[config.mk]
export PLATFORM = sky130hd
export DESIGN_NAME = forwarding_scoreboard_flat
export DESIGN_NICKNAME = d
export VERILOG_FILES = /design/src/rtl/forwarding_scoreboard_pkg.sv /design/src/rtl/forwarding_scoreboard_if.sv /design/src/rtl/forwarding_scoreboard_fwd_match.sv /design/src/rtl/forwarding_scoreboard.sv /design/src/flat_wrapper.sv
export SDC_FILE = /design/constraint.sdc
export NUM_CORES = 1
export LEC_CHECK = 0
export CORE_MARGIN = 3
export CORE_UTILIZATION = 45
export CTS_CLUSTER_SIZE = 14
export DETAILED_ROUTE_END_ITERATION = 8
export PLACE_DENSITY = 0.86
export SLEW_MARGIN = 10
export SYNTH_ARGS = -nofsm -noshare
export SYNTH_HDL_FRONTEND = slang
export SYNTH_SLANG_ARGS = --single-unit
export TNS_END_PERCENT = 5
[constraint.sdc]
create_clock -name clk -period 5.8 [get_ports clk]
set_input_delay 1.16 -clock clk [delete_from_list [all_inputs] [get_ports clk]]
set_output_delay 1.16 -clock clk [all_outputs]
set_load 0.05 [all_outputs]
[src/rtl/forwarding_scoreboard_pkg.sv]
`default_nettype none
// +----------------------------------------------------------------------------+
// | Module      : forwarding_scoreboard_pkg                                    |
// | Description : Shared types and constants for the forwarding scoreboard.    |
// | Revision    : 1.0 - initial release                                        |
// +----------------------------------------------------------------------------+
package forwarding_scoreboard_pkg;

    localparam int SB_REGW = 5;

    typedef logic [SB_REGW-1:0] regbits_t;

    typedef struct packed {
        logic     valid;
        logic     is_load;
        regbits_t rd;
    } sb_entry_t;

    // Select value meaning "take the operand from the register file".
    localparam int FWD_REGFILE = 0;

    function automatic int sel_width(input int stages);
        return $clog2(stages + 1);
    endfunction

endpackage
`default_nettype wire

[src/rtl/forwarding_scoreboard_if.sv]
`default_nettype none
// +----------------------------------------------------------------------------+
// | Module      : forwarding_scoreboard_if                                     |
// | Description : Issue-side inputs and forwarding outputs of the scoreboard.  |
// | Revision    : 1.0 - initial release                                        |
// +----------------------------------------------------------------------------+
interface forwarding_scoreboard_if #(
    parameter int NSRC = 2,
    parameter int REGW = 5,
    parameter int SELW = 2,
    parameter int CNTW = 32
);
    logic                   advance;
    logic                   flush;
    logic                   issue_valid;
    logic                   issue_wen;
    logic                   issue_is_load;
    logic [REGW-1:0]        issue_rd;
    logic [NSRC*REGW-1:0]   src_rs;
    logic [NSRC-1:0]        src_used;
    logic                   stall;
    logic [NSRC*SELW-1:0]   fwd_sel;
    logic [CNTW-1:0]        fwd_cnt;
    logic [CNTW-1:0]        stall_cnt;

    modport master (
        output advance, flush, issue_valid, issue_wen, issue_is_load,
               issue_rd, src_rs, src_used,
        input  stall, fwd_sel, fwd_cnt, stall_cnt
    );

    modport slave (
        input  advance, flush, issue_valid, issue_wen, issue_is_load,
               issue_rd, src_rs, src_used,
        output stall, fwd_sel, fwd_cnt, stall_cnt
    );
endinterface
`default_nettype wire

[src/rtl/forwarding_scoreboard_fwd_match.sv]
`default_nettype none
// +----------------------------------------------------------------------------+
// | Module      : forwarding_scoreboard_fwd_match                              |
// | Description : Priority matcher of one source operand against all entries.  |
// | Revision    : 1.0 - initial release                                        |
// +----------------------------------------------------------------------------+
module forwarding_scoreboard_fwd_match
    import forwarding_scoreboard_pkg::*;
#(
    parameter int STAGES = 3,
    parameter int IDXW   = $clog2(STAGES)
) (
    input  logic                    i_issue_valid,
    input  logic                    i_used,
    input  regbits_t                i_src,
    input  sb_entry_t [STAGES-1:0]  i_entries,
    output logic                    o_hit,
    output logic [IDXW-1:0]         o_idx,
    output logic                    o_is_load
);

    // Scan oldest to youngest so the youngest producer overwrites the result.
    always_comb begin
        o_hit     = 1'b0;
        o_idx     = '0;
        o_is_load = 1'b0;
        for (int k = STAGES - 1; k >= 0; k--) begin
            if (i_issue_valid && i_used && i_entries[k].valid &&
                (i_entries[k].rd != '0) && (i_entries[k].rd == i_src)) begin
                o_hit     = 1'b1;
                o_idx     = IDXW'(k);
                o_is_load = i_entries[k].is_load;
            end
        end
    end

endmodule
`default_nettype wire

[src/rtl/forwarding_scoreboard.sv]
`default_nettype none
// +----------------------------------------------------------------------------+
// | Module      : forwarding_scoreboard                                        |
// | Description : Tracks in-flight register writes over STAGES stages past EX, |
// |               emits registered per-operand forward selects and a          |
// |               combinational load-use stall. Optional statistics counters   |
// |               are built when FWD_STATS_EN is defined.                      |
// | Revision    : 1.0 - initial release                                        |
// +----------------------------------------------------------------------------+
module forwarding_scoreboard
    import forwarding_scoreboard_pkg::*;
#(
    parameter int STAGES   = 3,
    parameter int NSRC     = 2,
    parameter int REGW     = SB_REGW,
    parameter int LOAD_LAT = 1,
    parameter int CNTW     = 32
) (
    input  logic                     clk,
    input  logic                     rst,
    forwarding_scoreboard_if.slave   bus
);

    localparam int SELW = sel_width(STAGES);
    localparam int IDXW = $clog2(STAGES);

    sb_entry_t [STAGES-1:0]      r_entry;
    logic [NSRC-1:0][SELW-1:0]   r_fwd_sel;
    logic [NSRC-1:0][SELW-1:0]   w_next_sel;
    logic [NSRC-1:0]             w_hit;
    logic [NSRC-1:0]             w_is_load;
    logic [NSRC-1:0]             w_load_use;
    logic [IDXW-1:0]             w_idx [NSRC];
    logic                        w_stall;
    logic                        w_bubble;

    generate
        for (genvar j = 0; j < NSRC; j++) begin : g_src
            forwarding_scoreboard_fwd_match #(
                .STAGES (STAGES),
                .IDXW   (IDXW)
            ) u_match (
                .i_issue_valid (bus.issue_valid),
                .i_used        (bus.src_used[j]),
                .i_src         (bus.src_rs[j*REGW +: REGW]),
                .i_entries     (r_entry),
                .o_hit         (w_hit[j]),
                .o_idx         (w_idx[j]),
                .o_is_load     (w_is_load[j])
            );

            // Load data only becomes forwardable once it has reached entry LOAD_LAT.
            assign w_load_use[j] = w_hit[j] && w_is_load[j] && (int'(w_idx[j]) < LOAD_LAT);
            assign w_next_sel[j] = w_hit[j] ? (SELW'(w_idx[j]) + SELW'(1)) : SELW'(FWD_REGFILE);
        end
    endgenerate

    assign w_stall  = bus.issue_valid && (|w_load_use) && !bus.flush;
    assign w_bubble = w_stall || bus.flush;

    assign bus.stall   = w_stall;
    assign bus.fwd_sel = r_fwd_sel;

    always_ff @(posedge clk or posedge rst) begin
        if (rst) begin
            r_entry   <= '0;
            r_fwd_sel <= '0;
        end else if (bus.advance) begin
            for (int i = STAGES - 1; i >= 1; i--) begin
                r_entry[i] <= r_entry[i-1];
            end
            r_entry[0] <= w_bubble ? sb_entry_t'('0)
                                   : {bus.issue_valid && bus.issue_wen, bus.issue_is_load, bus.issue_rd};
            r_fwd_sel  <= w_bubble ? '0 : w_next_sel;
        end
    end

`ifdef FWD_STATS_EN
    logic [CNTW-1:0] r_fwd_cnt;
    logic [CNTW-1:0] r_stall_cnt;
    logic [CNTW-1:0] w_fwd_inc;
    logic [CNTW:0]   w_fwd_sum;

    always_comb begin
        w_fwd_inc = '0;
        if (!w_bubble) begin
            for (int j = 0; j < NSRC; j++) begin
                if (w_next_sel[j] != '0) begin
                    w_fwd_inc = w_fwd_inc + CNTW'(1);
                end
            end
        end
    end

    assign w_fwd_sum = {1'b0, r_fwd_cnt} + {1'b0, w_fwd_inc};

    always_ff @(posedge clk or posedge rst) begin
        if (rst) begin
            r_fwd_cnt   <= '0;
            r_stall_cnt <= '0;
        end else if (bus.advance) begin
            r_fwd_cnt <= w_fwd_sum[CNTW] ? '1 : w_fwd_sum[CNTW-1:0];
            if (w_stall && (r_stall_cnt != '1)) begin
                r_stall_cnt <= r_stall_cnt + CNTW'(1);
            end
        end
    end

    assign bus.fwd_cnt   = r_fwd_cnt;
    assign bus.stall_cnt = r_stall_cnt;
`else
    assign bus.fwd_cnt   = {CNTW{1'b0}};
    assign bus.stall_cnt = {CNTW{1'b0}};
`endif

endmodule
`default_nettype wire
[src/flat_wrapper.sv]
// flat-port wrapper written by rule: the top's interface ports become plain ports
module forwarding_scoreboard_flat import forwarding_scoreboard_pkg::*;
#(
    parameter int STAGES   = 3,
    parameter int NSRC     = 2,
    parameter int REGW     = SB_REGW,
    parameter int LOAD_LAT = 1,
    parameter int CNTW     = 32
)
  (clk, rst, bus_advance, bus_flush, bus_issue_valid, bus_issue_wen, bus_issue_is_load, bus_issue_rd, bus_src_rs, bus_src_used, bus_stall, bus_fwd_sel, bus_fwd_cnt, bus_stall_cnt);
  forwarding_scoreboard_if #(.NSRC(NSRC), .REGW(REGW), .CNTW(CNTW)) bus_i ();
  input  logic clk;
  input  logic rst;
  input wire logic [$bits(bus_i.advance)-1:0] bus_advance;
  input wire logic [$bits(bus_i.flush)-1:0] bus_flush;
  input wire logic [$bits(bus_i.issue_valid)-1:0] bus_issue_valid;
  input wire logic [$bits(bus_i.issue_wen)-1:0] bus_issue_wen;
  input wire logic [$bits(bus_i.issue_is_load)-1:0] bus_issue_is_load;
  input wire logic [$bits(bus_i.issue_rd)-1:0] bus_issue_rd;
  input wire logic [$bits(bus_i.src_rs)-1:0] bus_src_rs;
  input wire logic [$bits(bus_i.src_used)-1:0] bus_src_used;
  output wire logic [$bits(bus_i.stall)-1:0] bus_stall;
  output wire logic [$bits(bus_i.fwd_sel)-1:0] bus_fwd_sel;
  output wire logic [$bits(bus_i.fwd_cnt)-1:0] bus_fwd_cnt;
  output wire logic [$bits(bus_i.stall_cnt)-1:0] bus_stall_cnt;
  assign bus_i.advance = bus_advance;
  assign bus_i.flush = bus_flush;
  assign bus_i.issue_valid = bus_issue_valid;
  assign bus_i.issue_wen = bus_issue_wen;
  assign bus_i.issue_is_load = bus_issue_is_load;
  assign bus_i.issue_rd = bus_issue_rd;
  assign bus_i.src_rs = bus_src_rs;
  assign bus_i.src_used = bus_src_used;
  assign bus_stall = bus_i.stall;
  assign bus_fwd_sel = bus_i.fwd_sel;
  assign bus_fwd_cnt = bus_i.fwd_cnt;
  assign bus_stall_cnt = bus_i.stall_cnt;
  forwarding_scoreboard #(.STAGES(STAGES), .NSRC(NSRC), .REGW(REGW), .LOAD_LAT(LOAD_LAT), .CNTW(CNTW)) u_core (.clk(clk), .rst(rst), .bus(bus_i));
endmodule
==> results.md, run 1 <==
- Fmax: 0.191 GHz
- Area of placed instances: 0.00208 mm^2
- Grt total ovfl: 0
- Final WL: 3.70 mm
- Critical Path End Type: output port
- Syn Inst Count: 198
- Syn avg cell area: around 10 um^2
- Final core utilization: 0.513
- Met3 Resource Use GR: 0.0179
- WS Path Type: in -> out
- # diodes: 0
- FP Rows: 23
- LEAKAGE: 0.959 nW
- Vias in the first global route: 1,242
- RSZ-0062 raised after global routing: no
- Starting Density: 0.484
- Hold Buf Count CTS: 0
- DP HPWL: 3.01 mm
- Die X-Extent: roughly 73 um
- CTS Sinks: 25
- # IOs: 93
- Resized Gates After CTS: 0
- CP Data Arrival Time: 4.08 ns
- Busiest grt layer: met2
- Yosys top cell area share: 0.312
- Worst-skew pair later-pin latency: 0.27 ns
- GRT met1 Usage: 0.184
- Slew margin rel.: 0.373
- Die footprint: between 0.005 and 0.006 mm^2
- Gpl congestion: 0.942
- Total Nets Final: 252
- Most frequent CP cell: clkdlybuf4s50_1
- Drt drc: 0
- Power density cells: 234 mW/mm^2
- Cell Area, Synth: approximately 0.0020 mm^2
- I/O Buffers: 28
- Fin area: 0.00213 mm^2
- Worst path required time: 4.64 ns
- Antenna viol nets, final: 0
- Cell count after placement: roughly 270
- Post-Layout Cell Count: 275
- Critical path cell sequence: clkdlybuf4s50_1 > xnor2_1 > nand3_1 > nor3_1 > nor2b_4 > o21ai_0 > ha_1 > o31ai_1 > o22a_2 > nor2_1 > clkdlybuf4s50_1
- Iter 0 DRT Violations: 37
- Via Count: 1,337
- Period utilization: 0.903
- Postcts setup bufs: 0
- Min-delay worst type: reg -> reg
- Core ar.: between 0.004 and 0.005 mm^2
- Initial antenna violation count: 0
- CP startpoint kind: input port
- Netlist cell types: 34
- Reg clk slew, reported paths: 0.09 ns
- Status: finished, final reports clean
- Clock root cell: clkbuf_8
- Max-slew violations: 0
- Commonest cells in the netlist: buf_4 (64), dfrtp_1 (25), xnor2_1 (22)
- Max VDD drop: 174 uV
- CTS tree: built
- Per-cell routed wire length: 13.5 um
- Ys async rst share: 1.00
- Tot GR Track Use: 0.138
- YS warnings: 0
- CP Max Fanout: 12
- Max stage delay cell, worst path: clkdlybuf4s50_1
- Seq cells post-synth: 25
- Die height: 72.7 um
- Top-count cell post-synth: buf_4
- CP max stage delay: 0.81 ns
- Area growth, synth to finish: 6.06%
- Sequential area share after synthesis: 0.312
- Area leader, netlist: dfrtp_1
- Largest cells by area after synthesis: dfrtp_1 (31%), buf_4 (24%), xnor2_1 (9.6%), mux2_2 (7.9%), xor2_1 (3.5%)
- Pwr Total: 0.000497 W
- Number of synthesized flops with an enable pin: 0
- Setup TNS: 0 ns
- Slew of the pin with the lowest slew margin: approximately 0.94 ns
- # setup viols final: 0
- First-pass GRT wire length: 5.84 mm
- Initial DRT Pass Iterations: 4
- Vias/cell: just under 5
- MaxCap Viol Count: 0
- Clock buffer depth: 2
- Cts bufs inserted: 3
- Largest net degree at the start of global routing: 26
- Share of cells above drive strength 1: 0.129
- Main synth FF type: dfrtp_1
- Clock Skew: 0.00113 ns
- Deepest level of the CTS H-tree: 1
- Met2 usage: 0.236
- Crit path time final: roughly 5.2 ns
- Fin. Hold Viols: 0
[path summary, 6_finish.rpt]
path / depth (start not counted) / endpoint / from / slack [ns]
worst min-delay path: 1 / u_core.bus.fwd_sel[2] / u_core.bus.fwd_sel[2] / 0.53
worst max-delay path: 11 / bus_stall / bus_src_rs[1] / 0.56
worst max register to register: 9 / u_core.r_entry[0] / u_core.r_entry[18] / 3.37
worst min register to register: 1 / u_core.bus.fwd_sel[2] / u_core.bus.fwd_sel[2] / 0.53
min in group asynchronous: 2 / u_core.r_entry[4] / rst / 1.40
max in group asynchronous: 2 / u_core.r_entry[6] / rst / 3.83
[critical path, delay by kind of cell]
family,cells,cell delay [ns]
AND/OR/NAND/NOR,4,0.80
XOR/XNOR,1,0.14
AO/OA/AOI/OAI,3,0.44
buffers and inverters,2,1.37
adder cells (fa/ha/maj),1,0.17
[flip-flops by register name, summed over array words and instances (netlist names)]
name / count
u_core.bus.fwd_sel: 4
u_core.r_entry: 21
[layer usage]
layer / routed length (um) / vias up
li1: - / 623
met1: 1510 / 620
met2: 1810 / 89
met3: 348 / 5
met4: 37 / 0
met5: 0 / -
[cell type report]
cell class | instances | area (um^2)
fillers | 365 | 2020
multi-input cells | 166 | 1100
flip-flops and latches | 25 | 626
repair buffers | 28 | 280
well taps | 50 | 62.6
clock buffers | 4 | 45.0
inverters | 2 | 7.51
[stage by stage]
| step | setup slack [ns] | hold slack (ns) |
|---|---|---|
| finish | 0.563 | 0.525 |
| global route | 0.340 | 0.547 |
| CTS | 0.550 | 0.532 |
| detailed placement | 0.592 | 0.507 |
| global placement | 0.628 | 0.507 |
| floorplan | 1.52 | 0.498 |
[cell usage in the layout, fill, tap and decap left out]
cell / instances
a32o_1: 6
a22o_1: 2
a211oi_1: 2
nor4_1: 4
nand2_1: 2
o21ai_0: 4
or4_4: 1
clkdlybuf4s50_1: 28
o211ai_1: 1
inv_1: 2
o311a_2: 1
mux2_2: 14
and4b_1: 1
conb_1: 64
nor2_1: 4
nor2b_4: 2
clkbuf_8: 3
o311a_1: 1
a22o_2: 3
nor3_2: 1
o31ai_1: 2
o22a_2: 1
nand3_1: 4
ha_1: 2
nor3_1: 3
nand4_1: 4
xor2_1: 8
or4_1: 2
clkbuf_1: 1
dfrtp_1: 25
xnor2_1: 22
o21ai_2: 3
o21a_1: 2
[logic make-up (layout without fill, tap and decap cells)]
logic type	Yosys count	count (layout)	share of synthesized area
muxes	14	14	0.0787
other	1	64	0.00187
buffers and inverters	70	34	0.255
xor gates and xnor gates	30	30	0.131
adders and majority gates	2	2	0.0125
AOI/OAI and AO/OA	28	28	0.119
and+or+nand+nor	28	28	0.0905
DFF	25	25	0.312
[power by group]
| group | switching, W | internal [W] |
|---|---|---|
| clock network | 0.0000556 | 0.0000492 |
| logic | 0.000125 | 0.0000519 |
| registers | 0.0000261 | 0.000190 |
Note: power is estimated with default switching activity, not from simulation.
==> run 2, diff against run 1 <==
--- a/config.mk
+++ b/config.mk
@@ -6,11 +6,12 @@
 export NUM_CORES = 1
 export LEC_CHECK = 0
 export CORE_MARGIN = 3
-export CORE_UTILIZATION = 45
+export CORE_UTILIZATION = 42
+export CTS_CLUSTER_DIAMETER = 50
 export CTS_CLUSTER_SIZE = 14
 export DETAILED_ROUTE_END_ITERATION = 8
-export PLACE_DENSITY = 0.86
-export SLEW_MARGIN = 10
+export PLACE_DENSITY = 0.81
+export SLEW_MARGIN = 20
 export SYNTH_ARGS = -nofsm -noshare
 export SYNTH_HDL_FRONTEND = slang
 export SYNTH_SLANG_ARGS = --single-unit
==> constraint.sdc (replaced) <==
create_clock -name clk -period 5.1 [get_ports clk]
set_input_delay 1.02 -clock clk [delete_from_list [all_inputs] [get_ports clk]]
set_output_delay 1.02 -clock clk [all_outputs]
set_load 0.05 [all_outputs]
==> results.md, run 2 (synthesized netlist as in run 1, its figures left out) <==
- Status: finished, final reports clean (unchanged)
- Initial DRT Pass Iterations: 4 (unchanged)
- CP Max Fanout: 12 (unchanged)
- Postcts setup bufs: 0 (unchanged)
- Antenna viol nets, final: 0 (unchanged)
- Max stage delay cell, worst path: clkdlybuf4s50_1 (unchanged)
- Worst path required time: 4.08 ns (was 4.64 ns)
- Critical path cell sequence: clkdlybuf4s50_1 > xnor2_1 > nand4_1 > nor4_1 > nor2b_4 > o21ai_0 > ha_1 > o31ai_1 > o22a_2 > nor2_1 > buf_4 (was clkdlybuf4s50_1 > xnor2_1 > nand3_1 > nor3_1 > nor2b_4 > o21ai_0 > ha_1 > o31ai_1 > o22a_2 > nor2_1 > clkdlybuf4s50_1)
- First-pass GRT wire length: 5.69 mm (was 5.84 mm)
- Top reg by flops: u_core.r_entry (unchanged)
- Per-cell routed wire length: 13.7 um (was 13.5 um)
- Grt total ovfl: 0 (unchanged)
- Die X-Extent: 75.1 um (was 72.7 um)
- Tot GR Track Use: 0.133 (was 0.138)
- # setup viols final: 0 (unchanged)
- Deepest level of the CTS H-tree: 1 (unchanged)
- Worst-skew pair later-pin latency: 0.27 ns (about the same)
- Vias/cell: 5.04 (was 4.86)
- Critical Path End Type: output port (unchanged)
- Cts bufs inserted: 3 (unchanged)
- Initial antenna violation count: 0 (unchanged)
- CP Data Arrival Time: 3.43 ns (was 4.08 ns)
- Min-delay worst type: reg -> reg (unchanged)
- Fin. Hold Viols: 0 (unchanged)
- Clock Skew: 0.00500 ns (was 0.00113 ns)
- CTS tree: built (unchanged)
- Reg clk slew, reported paths: 0.08 ns (was 0.09 ns)
- Core ar.: 0.00447 mm^2 (was 0.00414 mm^2)
- LEAKAGE: 0.961 nW (was 0.959 nW)
- # IOs: 93 (unchanged)
- Crit path time final: 4.45 ns
- Slew of the pin with the lowest slew margin: 0.931 ns (was 0.940 ns)
- Max-slew violations: 0 (unchanged)
- Post-Layout Cell Count: 277 (was 275)
- # diodes: 0 (unchanged)
- Die height: 75.1 um (was 72.7 um)
- Iter 0 DRT Violations: 53 (was 37)
- Busiest grt layer: met2 (unchanged)
- R2R Setup Slk: 2.66 ns (was 3.37 ns)
- Hold Path Stages: 1 (unchanged)
- Clock root cell: clkbuf_8 (unchanged)
- Hold Buf Count CTS: 0 (unchanged)
- CP startpoint kind: input port (unchanged)
- RSZ-0062 raised after global routing: no (unchanged)
- CP max stage delay: 0.55 ns (was 0.81 ns)
- Via Count: 1,395 (was 1,337)
- Slew margin rel.: 0.379 (was 0.373)
- Largest net degree at the start of global routing: 26 (unchanged)
- Final WL: 3.81 mm (was 3.70 mm)
- Total Nets Final: 252 (unchanged)
- Final-layout fill cell count: 424 (was 365)
- Commonest cells after routing, fill and taps aside: conb_1 (64), clkdlybuf4s50_1 (27), dfrtp_1 (25) (was conb_1 (64), clkdlybuf4s50_1 (28), dfrtp_1 (25))
- Max FFs per register: 21 (unchanged)
- Die footprint: 0.00564 mm^2 (was 0.00529 mm^2)
- Vias in the first global route: 1,226 (was 1,242)
- MaxCap Viol Count: 0 (unchanged)
- Starting Density: 0.448 (was 0.484)
- Met2 usage: 0.240 (was 0.236)
- WS Path Type: in -> out (unchanged)
- Share of cells above drive strength 1: 0.133 (was 0.129)
- Power density cells: 264 mW/mm^2 (was 234 mW/mm^2)
- Critical R2R Capture: u_core.r_entry[2] (was u_core.r_entry[0])
- Clock buffer depth: 2 (unchanged)
- Reg2reg path depth: 9 (unchanged)
- Commonest non-fill, non-tap cell in the layout: conb_1 (unchanged)
- Max VDD drop: 151 uV (was 174 uV)
- CTS Sinks: 25 (unchanged)
- Drt drc: 0 (unchanged)
- I/O Buffers: 28 (unchanged)
- Fmax: 0.225 GHz
- DP HPWL: 3.10 mm (was 3.01 mm)
- Hold worst-path end: u_core.bus.fwd_sel[1] (was u_core.bus.fwd_sel[2])
- Resized Gates After CTS: 0 (unchanged)
- FP Rows: 24 (was 23)
- Met3 Resource Use GR: 0.0174 (was 0.0179)
- Hold wc startpoint: u_core.bus.fwd_sel[1] (was u_core.bus.fwd_sel[2])
- Cell count after placement: 273 (was 271)
- Critical R2R Launch: u_core.r_entry[18] (unchanged)
- Setup TNS: 0 ns (unchanged)
- Period utilization: 0.872
- Area growth, synth to finish: 6.06% (unchanged)
- GRT met1 Usage: 0.165 (was 0.184)
- Gpl congestion: 0.890 (was 0.942)
-- run 2: cell count changes in the layout (fill, tap and decap cells not counted), sizes merged --
| cell | delta |
|---|---|
| buf | +1 |
| clkdlybuf4s50 | -1 |
-- run 2: final cells by class --
class	count	area, um^2	share of cell area
tap	52	65.1	0.0306
multi-input combinational	166	1100	0.520
clock buffer	4	45.0	0.0212
timing repair buffer	28	278	0.131
sequential	25	626	0.294
inverter	2	7.51	0.00353
-- run 2: power by group --
part	switching [W]	leakage, nW	internal (W)	total, W
Combinational	0.000142	0.607	0.0000591	0.000201
Sequential	0.0000293	0.331	0.000216	0.000245
Clock	0.0000603	0.0228	0.0000559	0.000116
Total	0.000232	0.961	0.000330	0.000562
-- run 2: how the worst max path moves through the flow --
stage / start / endpoint / slack [ns] / cells past startpoint
detailed placement: bus_src_rs[8] / bus_stall / 0.68 / 11
CTS: bus_src_rs[8] / bus_stall / 0.65 / 11
finish: bus_src_rs[9] / bus_stall / 0.65 / 11
global route: bus_src_rs[9] / bus_stall / 0.51 / 11
floorplan: bus_src_rs[1] / bus_stall / 1.10 / 10
global placement: bus_src_rs[8] / bus_stall / 0.69 / 11
-- run 2: metrics by stage --
stage	hold WS [ns]	worst slack [ns]	power [W]	utilization	instance area (um^2)
4_1_cts	0.526	0.646	0.000565	0.475	2130
3_5_place_dp	0.505	0.676	0.000449	0.465	2080
3_3_place_gp	0.503	0.695	0.000446	0.465	2080
2_1_floorplan	0.498	1.10	0.000446	-	2240
5_1_grt	0.540	0.510	0.000591	0.475	2130
6_report	0.523	0.650	0.000562	0.475	2130
-- run 2: routing by layer --
layer,up-vias,routed length [um]
met5,-,0
met4,0,23
li1,621,-
met1,686,1520
met3,4,316
met2,84,1950
-- run 2: worst max-delay path, delay by kind of cell --
family	cells	cell delay, ns
AOI/OAI and AO/OA	3	0.48
xor gates and xnor gates	1	0.14
adders and majority gates	1	0.21
buffers and inverters	2	0.74
and+or+nand+nor	4	0.83
==> run 3, diff against run 2 <==
==> constraint.sdc (replaced) <==
create_clock -name clk -period 5.1 [get_ports clk]
set_input_delay 1.02 -clock clk [delete_from_list [all_inputs] [get_ports clk]]
set_output_delay 1.02 -clock clk [all_outputs]
set_load 0.005 [all_outputs]
==> results.md, run 3 (synthesized netlist as in run 1, its figures left out) <==
- Top reg by flops: u_core.r_entry (unchanged)
- Per-cell routed wire length: 14.1 um (was 13.7 um)
- Fmax: 0.219 GHz (was 0.225 GHz)
- Fin. Hold Viols: 0 (unchanged)
- LEAKAGE: 0.963 nW (was 0.961 nW)
- Max FFs per register: 21 (unchanged)
- Busiest grt layer: met2 (unchanged)
- Via Count: 1,358 (was 1,395)
- Worst path required time: 4.08 ns (about the same)
- Crit path time final: 4.57 ns (was 4.45 ns)
- Commonest cells after routing, fill and taps aside: conb_1 (64), clkdlybuf4s50_1 (28), dfrtp_1 (25) (was conb_1 (64), clkdlybuf4s50_1 (27), dfrtp_1 (25))
- Worst-skew pair later-pin latency: 0.27 ns (about the same)
- I/O Buffers: 28 (unchanged)
- Max VDD drop: 151 uV (about the same)
- Starting Density: 0.448 (unchanged)
- Final worst slack: 0.531 ns (was 0.650 ns)
- Total Nets Final: 253 (was 252)
- Commonest non-fill, non-tap cell in the layout: conb_1 (unchanged)
- Largest net degree at the start of global routing: 26 (unchanged)
- CP Data Arrival Time: 3.55 ns (was 3.43 ns)
- Max-slew violations: 0 (unchanged)
- DP HPWL: 3.11 mm (was 3.10 mm)
- Antenna viol nets, final: 0 (unchanged)
- Cts bufs inserted: 3 (unchanged)
- Resized Gates After CTS: 0 (unchanged)
- Post-Layout Cell Count: 278 (was 277)
- # IOs: 93 (unchanged)
- Hold Buf Count CTS: 0 (unchanged)
- Share of cells above drive strength 1: 0.133 (about the same)
- FP Rows: 24 (unchanged)
- Gpl congestion: 0.915 (was 0.890)
- # setup viols final: 0 (unchanged)
- Critical Path End Type: output port (unchanged)
- Period utilization: 0.896 (was 0.872)
- Slew margin rel.: 0.380 (was 0.379)
- # diodes: 0 (unchanged)
- Clock buffer depth: 2 (unchanged)
- Deepest level of the CTS H-tree: 1 (unchanged)
- Slew of the pin with the lowest slew margin: 0.929 ns (was 0.931 ns)
- Vias/cell: 4.88 (was 5.04)
- Area growth, synth to finish: 6.55% (was 6.06%)
- RSZ-0062 raised after global routing: no (unchanged)
- GRT met1 Usage: 0.176 (was 0.165)
- Grt total ovfl: 0 (unchanged)
- MaxCap Viol Count: 0 (unchanged)
- Power density cells: 223 mW/mm^2 (was 264 mW/mm^2)
- Cell count after placement: 274 (was 273)
- CP Max Fanout: 3 (was 12)
- Final core utilization: 0.477 (was 0.475)
- Die footprint: 0.00564 mm^2 (unchanged)
- Setup TNS: 0 ns (unchanged)
- Vias in the first global route: 1,230 (was 1,226)
- Die height: 75.1 um (unchanged)
- Clock Skew: 0.00433 ns (was 0.00500 ns)
- Met3 Resource Use GR: 0.0200 (was 0.0174)
- Die X-Extent: 75.1 um (unchanged)
- Reg clk slew, reported paths: 0.09 ns (was 0.08 ns)
- Worst slack, placed: 0.553 ns (was 0.676 ns)
- Tot GR Track Use: 0.140 (was 0.133)
- Initial DRT Pass Iterations: 4 (unchanged)
- Clock root cell: clkbuf_8 (unchanged)
- Core ar.: 0.00447 mm^2 (unchanged)
- WS Path Type: in -> out (unchanged)
- CP startpoint kind: input port (unchanged)
- Final-layout fill cell count: 413 (was 424)
- Drt drc: 0 (unchanged)
- CTS Sinks: 25 (unchanged)
- Final WL: 3.92 mm (was 3.81 mm)
- Iter 0 DRT Violations: 37 (was 53)
- Postcts setup bufs: 0 (unchanged)
- Status: finished, final reports clean (unchanged)
- First-pass GRT wire length: 6.01 mm (was 5.69 mm)
- Initial antenna violation count: 0 (unchanged)
- Min-delay worst type: reg -> reg (unchanged)
- Met2 usage: 0.251 (was 0.240)
- Pwr Total: 0.000476 W (was 0.000562 W)
- CTS tree: built (unchanged)
==> run 3: layout make-up <==
cell class	instances	area [um^2]	share of cell area
inverters	2	7.51	0.00351
clock buffers	4	45.0	0.0211
flip-flops and latches	25	626	0.293
well taps	52	65.1	0.0305
multi-input cells	166	1100	0.517
repair buffers	29	288	0.135
==> run 3: routing by layer <==
layer / vias up / routed length [um]
met5: - / 0
met4: 0 / 27
met3: 5 / 318
met2: 80 / 1960
met1: 649 / 1610
li1: 624 / -
==> run 3: critical path: stages <==
cell	delay (ns)
clkdlybuf4s50_1	0.57
xnor2_1	0.16
nand4_1	0.15
nor3_1	0.43
nor2b_4	0.08
o21ai_0	0.09
ha_1	0.17
o31ai_1	0.06
o22a_2	0.21
nor2_1	0.10
clkdlybuf4s50_1	0.51
==> run 3: power breakdown <==
group | total, W | internal (W) | switching, W | leakage [nW]
combinational | 0.000110 | 0.0000591 | 0.0000510 | 0.609
sequential | 0.000246 | 0.000216 | 0.0000304 | 0.331
clock | 0.000120 | 0.0000559 | 0.0000638 | 0.0228
total | 0.000476 | 0.000331 | 0.000145 | 0.963
==> run 3: stage by stage <==
stage                     cell area [um^2]  hold slack [ns]
final                                 2140            0.520
after floorplan                       2240            0.498
after global routing                  2140            0.551
after global placement                2090            0.500
after detailed placement              2090            0.503
after CTS                             2140            0.524
==> run 3: final timing paths <==
path	slack, ns	cells past startpoint	to	startpoint
worst max-delay path	0.53	11	bus_stall	bus_src_rs[4]
worst min-delay path	0.52	1	u_core.bus.fwd_sel[2]	u_core.bus.fwd_sel[2]
worst max register to register	2.61	10	u_core.r_entry[2]	u_core.r_entry[18]
worst min register to register	0.52	1	u_core.bus.fwd_sel[2]	u_core.bus.fwd_sel[2]
max in group asynchronous	3.28	2	u_core.r_entry[12]	rst
min in group asynchronous	1.25	2	u_core.r_entry[1]	rst
